[src/rtl/stream_edge_pkg.sv]
// ============================================================================
//  Module   : stream_edge_pkg
//  Purpose  : Shared constants and state encoding for the stream-edge encoder.
//  Revision : 1.0 - initial release
// ============================================================================
`default_nettype none

package stream_edge_pkg;

    localparam logic [7:0] c_TAG_DATA = 8'h01;
    localparam logic [7:0] c_TAG_END  = 8'h00;
    localparam int         c_REC_LEN  = 3;

    typedef enum logic [2:0] {
        S_IDLE = 3'd0,
        S_TAG  = 3'd1,
        S_HI   = 3'd2,
        S_LO   = 3'd3,
        S_TERM = 3'd4,
        S_DONE = 3'd5
    } state_t;

endpackage

`default_nettype wire

[src/rtl/stream_edge_encoder.sv]
// ============================================================================
//  Module   : stream_edge_encoder
//  Purpose  : Pops 16-bit kernel words and serialises them as TAG/HI/LO byte
//             records; emits a single terminator byte after finish, then halts.
//  Revision : 1.0 - initial release
// ============================================================================
`default_nettype none

module stream_edge_encoder
    import stream_edge_pkg::*;
#(
    parameter logic [7:0] TAG_DATA    = c_TAG_DATA,
    parameter logic [7:0] TAG_END     = c_TAG_END,
    parameter int         COUNT_WIDTH = 32
) (
    input  logic                   clk,
    input  logic                   rst,
    input  logic [15:0]            dout,
    input  logic                   avail,
    output logic                   read,
    output logic [7:0]             byte_out,
    output logic                   byte_valid,
    input  logic                   byte_ready,
    input  logic                   finish,
    output logic                   done,
    output logic [COUNT_WIDTH-1:0] word_count
);

    localparam logic [COUNT_WIDTH-1:0] c_CNT_ONE = {{(COUNT_WIDTH-1){1'b0}}, 1'b1};

    state_t                  r_state;
    state_t                  w_next;
    logic [15:0]             r_hold;
    logic                    r_finish_seen;
    logic [COUNT_WIDTH-1:0]  r_word_count;
    logic                    w_read;
    logic                    w_valid;
    logic                    w_done;
    logic [7:0]              w_byte;

    // A new word may be popped only when the previous record is complete
    assign w_read = !rst && avail &&
                    ((r_state == S_IDLE) || ((r_state == S_LO) && byte_ready));

    always_comb begin
        w_next  = r_state;
        w_valid = 1'b0;
        w_done  = 1'b0;
        w_byte  = 8'h00;
        case (r_state)
            S_IDLE: begin
                if (avail)              w_next = S_TAG;
                else if (r_finish_seen) w_next = S_TERM;
            end
            S_TAG: begin
                w_valid = 1'b1;
                w_byte  = TAG_DATA;
                if (byte_ready) w_next = S_HI;
            end
            S_HI: begin
                w_valid = 1'b1;
                w_byte  = r_hold[15:8];
                if (byte_ready) w_next = S_LO;
            end
            S_LO: begin
                w_valid = 1'b1;
                w_byte  = r_hold[7:0];
                // Pending data always wins over the terminator
                if (byte_ready) begin
                    if (avail)              w_next = S_TAG;
                    else if (r_finish_seen) w_next = S_TERM;
                    else                    w_next = S_IDLE;
                end
            end
            S_TERM: begin
                w_valid = 1'b1;
                w_byte  = TAG_END;
                if (byte_ready) w_next = S_DONE;
            end
            S_DONE: begin
                w_done = 1'b1;
            end
            default: begin
                w_next = S_IDLE;
            end
        endcase
    end

    always_ff @(posedge clk) begin
        if (rst) begin
            r_state       <= S_IDLE;
            r_hold        <= 16'h0000;
            r_finish_seen <= 1'b0;
            r_word_count  <= '0;
        end else begin
            r_state <= w_next;
            if (finish) r_finish_seen <= 1'b1;
            if (w_read) r_hold <= dout;
            if ((r_state == S_LO) && byte_ready) r_word_count <= r_word_count + c_CNT_ONE;
        end
    end

    assign read       = w_read;
    assign byte_valid = w_valid && !rst;
    assign byte_out   = rst ? 8'h00 : w_byte;
    assign done       = w_done && !rst;
    assign word_count = r_word_count;

endmodule

`default_nettype wire

[config.mk]
export PLATFORM = sky130hd
export DESIGN_NAME = stream_edge_encoder
export DESIGN_NICKNAME = d
export VERILOG_FILES = /design/src/rtl/stream_edge_pkg.sv /design/src/rtl/stream_edge_encoder.sv
export SDC_FILE = /design/constraint.sdc
export NUM_CORES = 1
export LEC_CHECK = 0
export ABC_AREA = 1
export BUFFER_PORTS_ARGS = -buffer_cell sky130_fd_sc_hd__buf_4
export CAP_MARGIN = 40
export CORE_ASPECT_RATIO = 0.5
export CORE_UTILIZATION = 60
export CTS_BUF_LIST = sky130_fd_sc_hd__clkbuf_4
export DETAILED_ROUTE_END_ITERATION = 6
export GPL_ROUTABILITY_DRIVEN = 0
export MAX_ROUTING_LAYER = met4
export PLACE_DENSITY = 0.88
export SYNTH_ARGS = -nofsm -noshare
export SYNTH_HDL_FRONTEND = slang
export SYNTH_SLANG_ARGS = --single-unit
[constraint.sdc]
create_clock -name clk -period 3.05 [get_ports clk]
set_input_delay 0.61 -clock clk [delete_from_list [all_inputs] [get_ports clk]]
set_output_delay 0.61 -clock clk [all_outputs]
set_load 0.02 [all_outputs]
Word level (Yosys, flattened, before mapping)
Index checks and enable logic that the tools add are counted.

Flip-flop bits (word level): 52. Bits of input ports: 21. Output and inout port bits: 43.

$add $sub $neg: 1. Equality and inequality tests: 10. Muxes and demuxes: 13. Bitwise operators: 1. Reductions and logical operators: 10.

Operators by type and width (number): 32-bit by 1-bit adder with 32-bit output (second input constant) (1); 3-bit 2-to-1 mux (8); 8-bit one-hot mux with 3 select lines (1); 3-bit one-hot mux with 6 select lines (1); 8-bit 2-to-1 mux (1); 2-bit != test (second input constant) (4); 3-bit by 2-bit == test with 1-bit output (second input constant) (2); 3-bit == test (second input constant) (2); 6-bit AND reduction (1); 1-bit logical AND (5); 4-bit OR reduction (1); 3-bit by 1-bit == test with 1-bit output (second input constant) (1); 3-bit logical NOT (1); 3-bit != test (second input constant) (1); 1-bit 2-to-1 mux (2); 1-bit logical NOT (1); 1-bit logical OR (1); 1-bit NOT (1).

Longest topological paths before layout
Gate-level depths: netlist (run 1).

Depth in word-level cells: 4. Gate-level depth with buffers: 11.

Worst setup path before layout (run 1)
Ideal clock, no wire load.

Path kind: input to output. Start: in byte_ready. End: out read. Arrival: 1503 ps. Required time: 2440 ps. Slack: 937 ps. Cell stages on the path: 5. Buffers on the path: 1. Cells stage by stage: nand4_4 > a21oi_4 > inv_2 > buf_2 > nor2_1.

Cells in the longest elaborated chain, start to end: 3.

Ends and longest elaborated chain: from (decl) (line stream_edge_encoder.sv:23) `input logic byte_ready,`; 1-bit logical AND (line stream_edge_encoder.sv:43) `((r_state == S_IDLE) || ((r_state == S_LO) && byte_ready));`; 1-bit logical OR (line stream_edge_encoder.sv:43); 1-bit logical AND (line stream_edge_encoder.sv:42) `assign w_read = !rst && avail &&`; to (decl) (line stream_edge_encoder.sv:20) `output logic read,`.

No other way between the ends.

Final worst setup path (run 1)
Start: reg r_state[1]. End: out byte_out[0].

Cells in the longest elaborated chain, start to end: 3. Elaborated cells between the ends (all ways): 5. Classes of those cells: eq/ne (3); mux (2).

Ends and longest elaborated chain: from (decl) (line stream_edge_encoder.sv:31) `state_t r_state;`; from (signal assigned) (line stream_edge_encoder.sv:96) `r_state <= w_next;`; 3-bit by 2-bit == test with 1-bit output / 3-bit by 1-bit == test with 1-bit output (equally long branches) (line stream_edge_encoder.sv:50) `case (r_state)`; 8-bit one-hot mux with 3 select lines (*) (line stream_edge_encoder.sv:50); 8-bit 2-to-1 mux (*) (line stream_edge_encoder.sv:105) `assign byte_out = rst ? 8'h00 : w_byte;`; to (decl) (line stream_edge_encoder.sv:21) `output logic [7:0] byte_out,`.

Every way passes the cells marked *; elsewhere a longest branch is shown, timed or not.

==> impl_results.md, run 1 <==
* Status: finished, violations left
* Failing checks: DRC
* DP HPWL at a little under 5000 um
* Final nets at between 500 and 600
* Max-slew headroom at 60.2%
* Max Freq at approximately 0.37 GHz
* Worst-Margin Slew at roughly 0.6 ns
* Post-Layout Inst Area at 3350 um^2
* Endpoints failing setup at 0
* DR pass1 iterations at 7
* Final Power at around 1.7 mW
* PwrDens at around 500 nW/um^2
* Fin crit share at 87.8%
* Hold wc startpoint: finish
* Setup TNS Final at 0 ns
* Crit Path Class: flip-flop to output pin
* Final wirelength at 6720 um
* Sequential fraction of the synthesis area at 37.7%
* Final instance count without filler cells at 544
* Clk slew on worst S/H paths at 0.16 ns
* CTS Buf Count at 5
* Final Hold Viols at 0
* Total grt overflow at 0
* Hold Path Depth at 3
* Post-DR wirelength/cell at around 12 um
* GRT Util Overall at 28.7%
* FF-to-FF Start: r_state[0]
* Max Root-Sink Buffers at 2
* Initial Util at 62.7%
* R2R setup slack at 1.25 ns
* Layout cells sized above 1 at 20.3%
* Final Critical Period at 2.68 ns
* Vias at 2889
* Yosys cell types at 31
* Worst Clk Skew at about 0.0094 ns
* Register-to-Register Path Depth at 6
* DRC Markers at 3
* Hold WC Path Type: primary input to flip-flop
* Num rows at 17
* CTS tree: yes
* Clock latency on the worst-skew pair at 0.38 ns
* Post-placement cell area at around 3300 um^2
* Sink Count at 52
* # IOs at 64
* Flops & latches, synth at 52
* Dpl cells at 536
* Synthesis Warnings at 0
* Crit Path Max Fanout at 8
* Synthesized cell area at about 2800 um^2
* Die area at a little under 5000 um^2
* PortBufs at 63
* Crit path DAT at ~2.1 ns
* DRT iter0 DRCs at 163
* Synthesized area per cell at 6.50 um^2
* Die height at 50.0 um
* Global-route wire length before repair at ~11000 um
* RR Endpoint: word_count[14]
* Startpoint Class: flip-flop
* CP Capture Type: output pin
* Maximum vdd drop at 0.000377 V
* Core ar. at 4400 um^2
* Unrepaired setup endpoints after global routing: false
* Required @ worst endpoint at around 2.4 ns
* H-tree depth at 2
* Syn-to-layout area delta at 21.2%
* Fin. max-slew vios at 0
* Pin count of the biggest net entering global routing at 24
* Vias per inst at approximately 5.3
* Clock root cell: clkbuf_4
* ANT cells at 0
* Post_cts resized at 0
* Post-cts hold buffer count at 0
* FILL cells at 360
* Lkg Pwr at 1.43 nW
* MaxCap Viol Count at 0
* # Post-CTS Setup Buffers at 0
* Die Width at between 90 and 100 um
* Antenna viol nets, final at 0
* Vias in the first global route at about 2500
* Syn nets at about 450
* Post-synthesis instance total at between 400 and 500
* Initial antenna violation count at 0
* Hold EP: r_finish_seen
* Worst hold margin at 0.417 ns
[flip-flops by register name, indices dropped and copies added (netlist names)]
register / count
r_finish_seen: 1
r_hold: 16
r_state: 3
word_count: 32
[cell type report]
| cell class | count | area (um^2) | share of cell area [%] |
|---|---|---|---|
| clock buffer | 5 | 37.5 | 1.12 |
| clock inverter | 3 | 46.3 | 1.38 |
| inverter | 48 | 181 | 5.42 |
| multi-input combinational | 314 | 1480 | 44.2 |
| sequential | 52 | 1040 | 31.1 |
| tap | 57 | 71.3 | 2.13 |
| timing repair buffer | 65 | 488 | 14.6 |
[placed cells by master, fill, tap and decap left out, types with 2 or more instances in the layout]
cell type / n
nor2_2: 8
buf_4: 65
a22oi_1: 8
clkbuf_4: 5
nor3_4: 2
dfxtp_1: 52
nor2_1: 106
a21oi_1: 18
o21ai_0: 12
nand2_2: 3
nand3_1: 26
inv_1: 42
o21ai_1: 16
nor2_4: 4
nand2_1: 87
o21bai_1: 2
nand4_1: 9
inv_2: 4
nor3_1: 5
nor3b_1: 2
[how the worst max path moves through the flow]
| stage | from | endpoint | slack (ns) | cells past startpoint |
|---|---|---|---|---|
| 2_1_floorplan | byte_ready | read | 0.94 | 5 |
| 3_3_place_gp | byte_ready | read | 0.83 | 6 |
| 3_5_place_dp | byte_ready | read | 0.81 | 6 |
| 4_1_cts | r_state[1] | byte_out[0] | 0.38 | 5 |
| 5_1_grt | r_state[1] | byte_out[0] | 0.25 | 5 |
| 6_report | r_state[1] | byte_out[0] | 0.37 | 5 |
[cells in the mapped netlist, drive strengths merged]
| master | count | share of area (%) |
|---|---|---|
| inv | 46 | 6.3 |
| nand2 | 90 | 13 |
| a21oi | 19 | 3.9 |
| o21ai | 28 | 5.1 |
| a22oi | 8 | 2.2 |
| nor2 | 118 | 18 |
| nor3b | 2 | 0.54 |
| dfxtp | 52 | 38 |
| nand4 | 10 | 2.8 |
| o211ai | 1 | 0.27 |
| clkinv | 2 | 0.32 |
| nand3 | 27 | 5.1 |
| o21bai | 2 | 0.54 |
| buf | 6 | 1.4 |
| ha | 1 | 0.45 |
| nor3 | 8 | 2.4 |
| clkbuf | 5 | 0.68 |
[per-stage QoR]
stage                     setup slack, ns  util [%]
final                               0.372      76.0
after global routing                0.248      76.0
after CTS                           0.384      76.0
after detailed placement            0.808      74.1
after global placement              0.833      74.1
after floorplan                     0.937         -
[worst max-delay path, cell delays in order, from the launching register on]
cell and delay (ns):
dfxtp_1 0.53, inv_1 0.17, nor3_2 0.48, a22oi_1 0.14
a21oi_1 0.19, buf_4 0.16
[power breakdown]
| group | switching (mW) | internal, mW | total (mW) |
|---|---|---|---|
| clock | 0.237 | 0.175 | 0.413 |
| combinational | 0.266 | 0.150 | 0.416 |
| sequential | 0.0844 | 0.769 | 0.853 |
| total | 0.588 | 1.09 | 1.68 |
[layer usage]
metal | vias up | GRT usage, % | wire [um]
met5 | - | - | 0
met4 | 0 | 7.83 | 42
met3 | 4 | 5.53 | 389
met2 | 105 | 49.4 | 3170
met1 | 1303 | 34.7 | 3110
li1 | 1477 | - | -
[cells by family after synthesis]
logic type                 Yosys count  share of synthesized area (%)
and+or+nand+nor                    255                           41.2
AOI/OAI and AO/OA                   58                           11.9
DFF                                 52                           37.7
buffers and inverters               59                           8.70
adders and majority gates            1                          0.453
No activity file was read; power rests on OpenSTA's default activity.
==> inputs of run 2 (changes only) <==
ABC_AREA = unset   (was 1)
CORE_UTILIZATION = 59   (was 60)
==> run 2 against run 1 <==
The flow now finishes without violations. Worst setup slack gained 0.15 ns. Core utilization rose by 0.35 points. Combinational power fell by 61%. Critical endpoint is now read.
==> impl_results.md, run 2 <==
* Fin crit share at 82.9%
* Dpl cells at around 390
* Area contributors post-synth: dfxtp_1 (42%), mux2i_1 (9.7%), nor2_1 (5.8%)
* Synthesized area per cell at between 8 and 9 um^2
* Max FFs per register at 32
* Final nets at roughly 360
* Initial antenna violation count at 0
* Synthesized cell area at ~2500 um^2
* Clock latency on the worst-skew pair at roughly 0.37 ns
* Num rows at 16
* Leading area contributor after synthesis: dfxtp_1
* Cell family with most CP delay: flip-flops
* PortBufs at 63
* Asr flop ratio synth at 0%
* Syn-to-layout area delta at 22.1%
* Ys flop type: dfxtp_1
* Die Width at between 90 and 100 um
* Yosys cell types at 36
* Fin. max-slew vios at 0
* Maximum vdd drop at 0.000279 V
* Die height at between 40 and 50 um
* Slowest CP cell: dfxtp_1
* Crit Path Class: flip-flop to output pin
* Seq. cell area at 1040 um^2
* Max Freq at around 0.4 GHz
* H-tree depth at 2
* Area of the multi-input gates at 1330 um^2
* Clk slew on worst S/H paths at around 0.15 ns
* Startpoint Class: flip-flop
* Final wirelength at 5810 um
* Post-Layout Inst Area at about 3000 um^2
* WP buf/inv at 1
* Most frequent cells in the layout: buf_4 (67), dfxtp_1 (52), nor2_1 (38), mux2i_1 (24), a21oi_1 (24)
* DRC Markers at 0
* DP HPWL at 4190 um
* Layout cells sized above 1 at between 20% and 30%
* Crit path DAT at between 1.5 and 2 ns
* Pin count of the biggest net entering global routing at 36
* Unrepaired setup endpoints after global routing: false
* FILL cells at approximately 280
* Commonest non-fill, non-tap cell in the layout: buf_4
* DR pass1 iterations at 5
* Status: complete, no violations
* Total grt overflow at 0
* Vias per inst at roughly 6.0
* Lkg Pwr at 1.15 nW
* Synthesis Warnings at 0
* Initial Util at 62.5%
* Critical-path cell list: nand3_1 -> a21oi_2 -> nor2b_1 -> buf_4
* # IOs at 64
* CTS Buf Count at 5
* Die area at between 4000 and 5000 um^2
* Sink Count at 52
* Final instance count without filler cells at slightly below 400
* Clock root cell: clkbuf_4
* Post-layout util at approximately three quarters
* PwrDens at 400 nW/um^2
* Final Power at about 1.2 mW
* # Post-CTS Setup Buffers at 0
* Post-cts hold buffer count at 0
* Global-route wire length before repair at between 9000 and 10000 um
* Post-synth EDFFs at 0
* Post-synthesis instance total at between 200 and 300
* Vias at 2357
* Syn nets at 303
* Top-count cell post-synth: dfxtp_1
* Final Hold Viols at 0
* Antenna viol nets, final at 0
* Required @ worst endpoint at 2.44 ns
* Endpoints failing setup at 0
* Final Critical Period at between 2 and 3 ns
* Synth top cells by count: dfxtp_1 (52), nor2_1 (38), a21oi_1 (24), mux2i_1 (24)
* Core ar. at 3940 um^2
* Hold WC Path Type: primary input to flip-flop
* ANT cells at 0
* Flops & latches, synth at 52
* Max-slew headroom at between 50% and 60%
* Post-placement cell area at a little under 3000 um^2
* Worst Clk Skew at around 0.011 ns
* Post-DR wirelength/cell at 14.7 um
* Sequential fraction of the synthesis area at 42.2%
* Worst-Margin Slew at 0.718 ns
* Yosys top cell area share at a little over two fifths
* CP Capture Type: output pin
* Crit Path Max Fanout at 18
* Setup TNS Final at 0 ns
* Post_cts resized at 0
* GRT Util Overall at roughly 28%
* Max incr delay on CP at slightly above 0.8 ns
* CTS tree: yes
* DRT iter0 DRCs at between 100 and 150
* MaxCap Viol Count at 0
* Vias in the first global route at 2043
* Max Root-Sink Buffers at 2
[run 2: worst paths after layout]
path	startpoint	to	slack (ns)	depth (start not counted)
setup / recovery	r_state[0]	read	0.52	4
setup reg to reg	r_state[0]	word_count[24]	0.68	4
hold reg to reg	r_finish_seen	r_finish_seen	0.51	2
hold / removal	finish	r_finish_seen	0.45	3
[run 2: per-stage QoR]
stage,worst slack (ns),hold slack (ns)
6_report,0.521,0.454
5_1_grt,0.375,0.443
3_5_place_dp,0.744,0.470
2_1_floorplan,0.717,0.430
4_1_cts,0.519,0.441
3_3_place_gp,0.846,0.443
[run 2: metal layers]
layer,global-route usage (%),routed length [um]
met5,-,0
met4,7.38,55
met3,6.83,355
met2,50.9,2910
met1,32.3,2490
[run 2: layout make-up]
type                            instances  share of cell area [%]
Multi-Input combinational cell        211                    44.2
Sequential cell                        52                    34.6
Timing Repair Buffer                   67                    16.7
Tap cell                               54                    2.24
Clock buffer                            6                    1.50
Clock inverter                          2                   0.374
Inverter                                3                   0.374
[run 2: power by group]
group	leakage [nW]	switching (mW)	total, mW	internal (mW)
combinational	0.697	0.0816	0.163	0.0818
sequential	0.422	0.0286	0.733	0.705
clock	0.0293	0.211	0.308	0.0972
[run 2: worst reg2reg max path: cells and delay by family (launching register included)]
family	cells	cell delay, ns
DFF	1	0.81
AOI/OAI and AO/OA	1	0.18
and+or+nand+nor	3	1.31
[run 2: cells by family after synthesis]
kind of cell / count (synthesis) / synth area share, %
compound gates: 54 / 13.2
xor+xnor: 9 / 3.20
mux: 25 / 10.2
simple gates: 122 / 26.8
fa+ha+maj: 1 / 0.507
flops: 52 / 42.2
buf+inv: 18 / 3.80
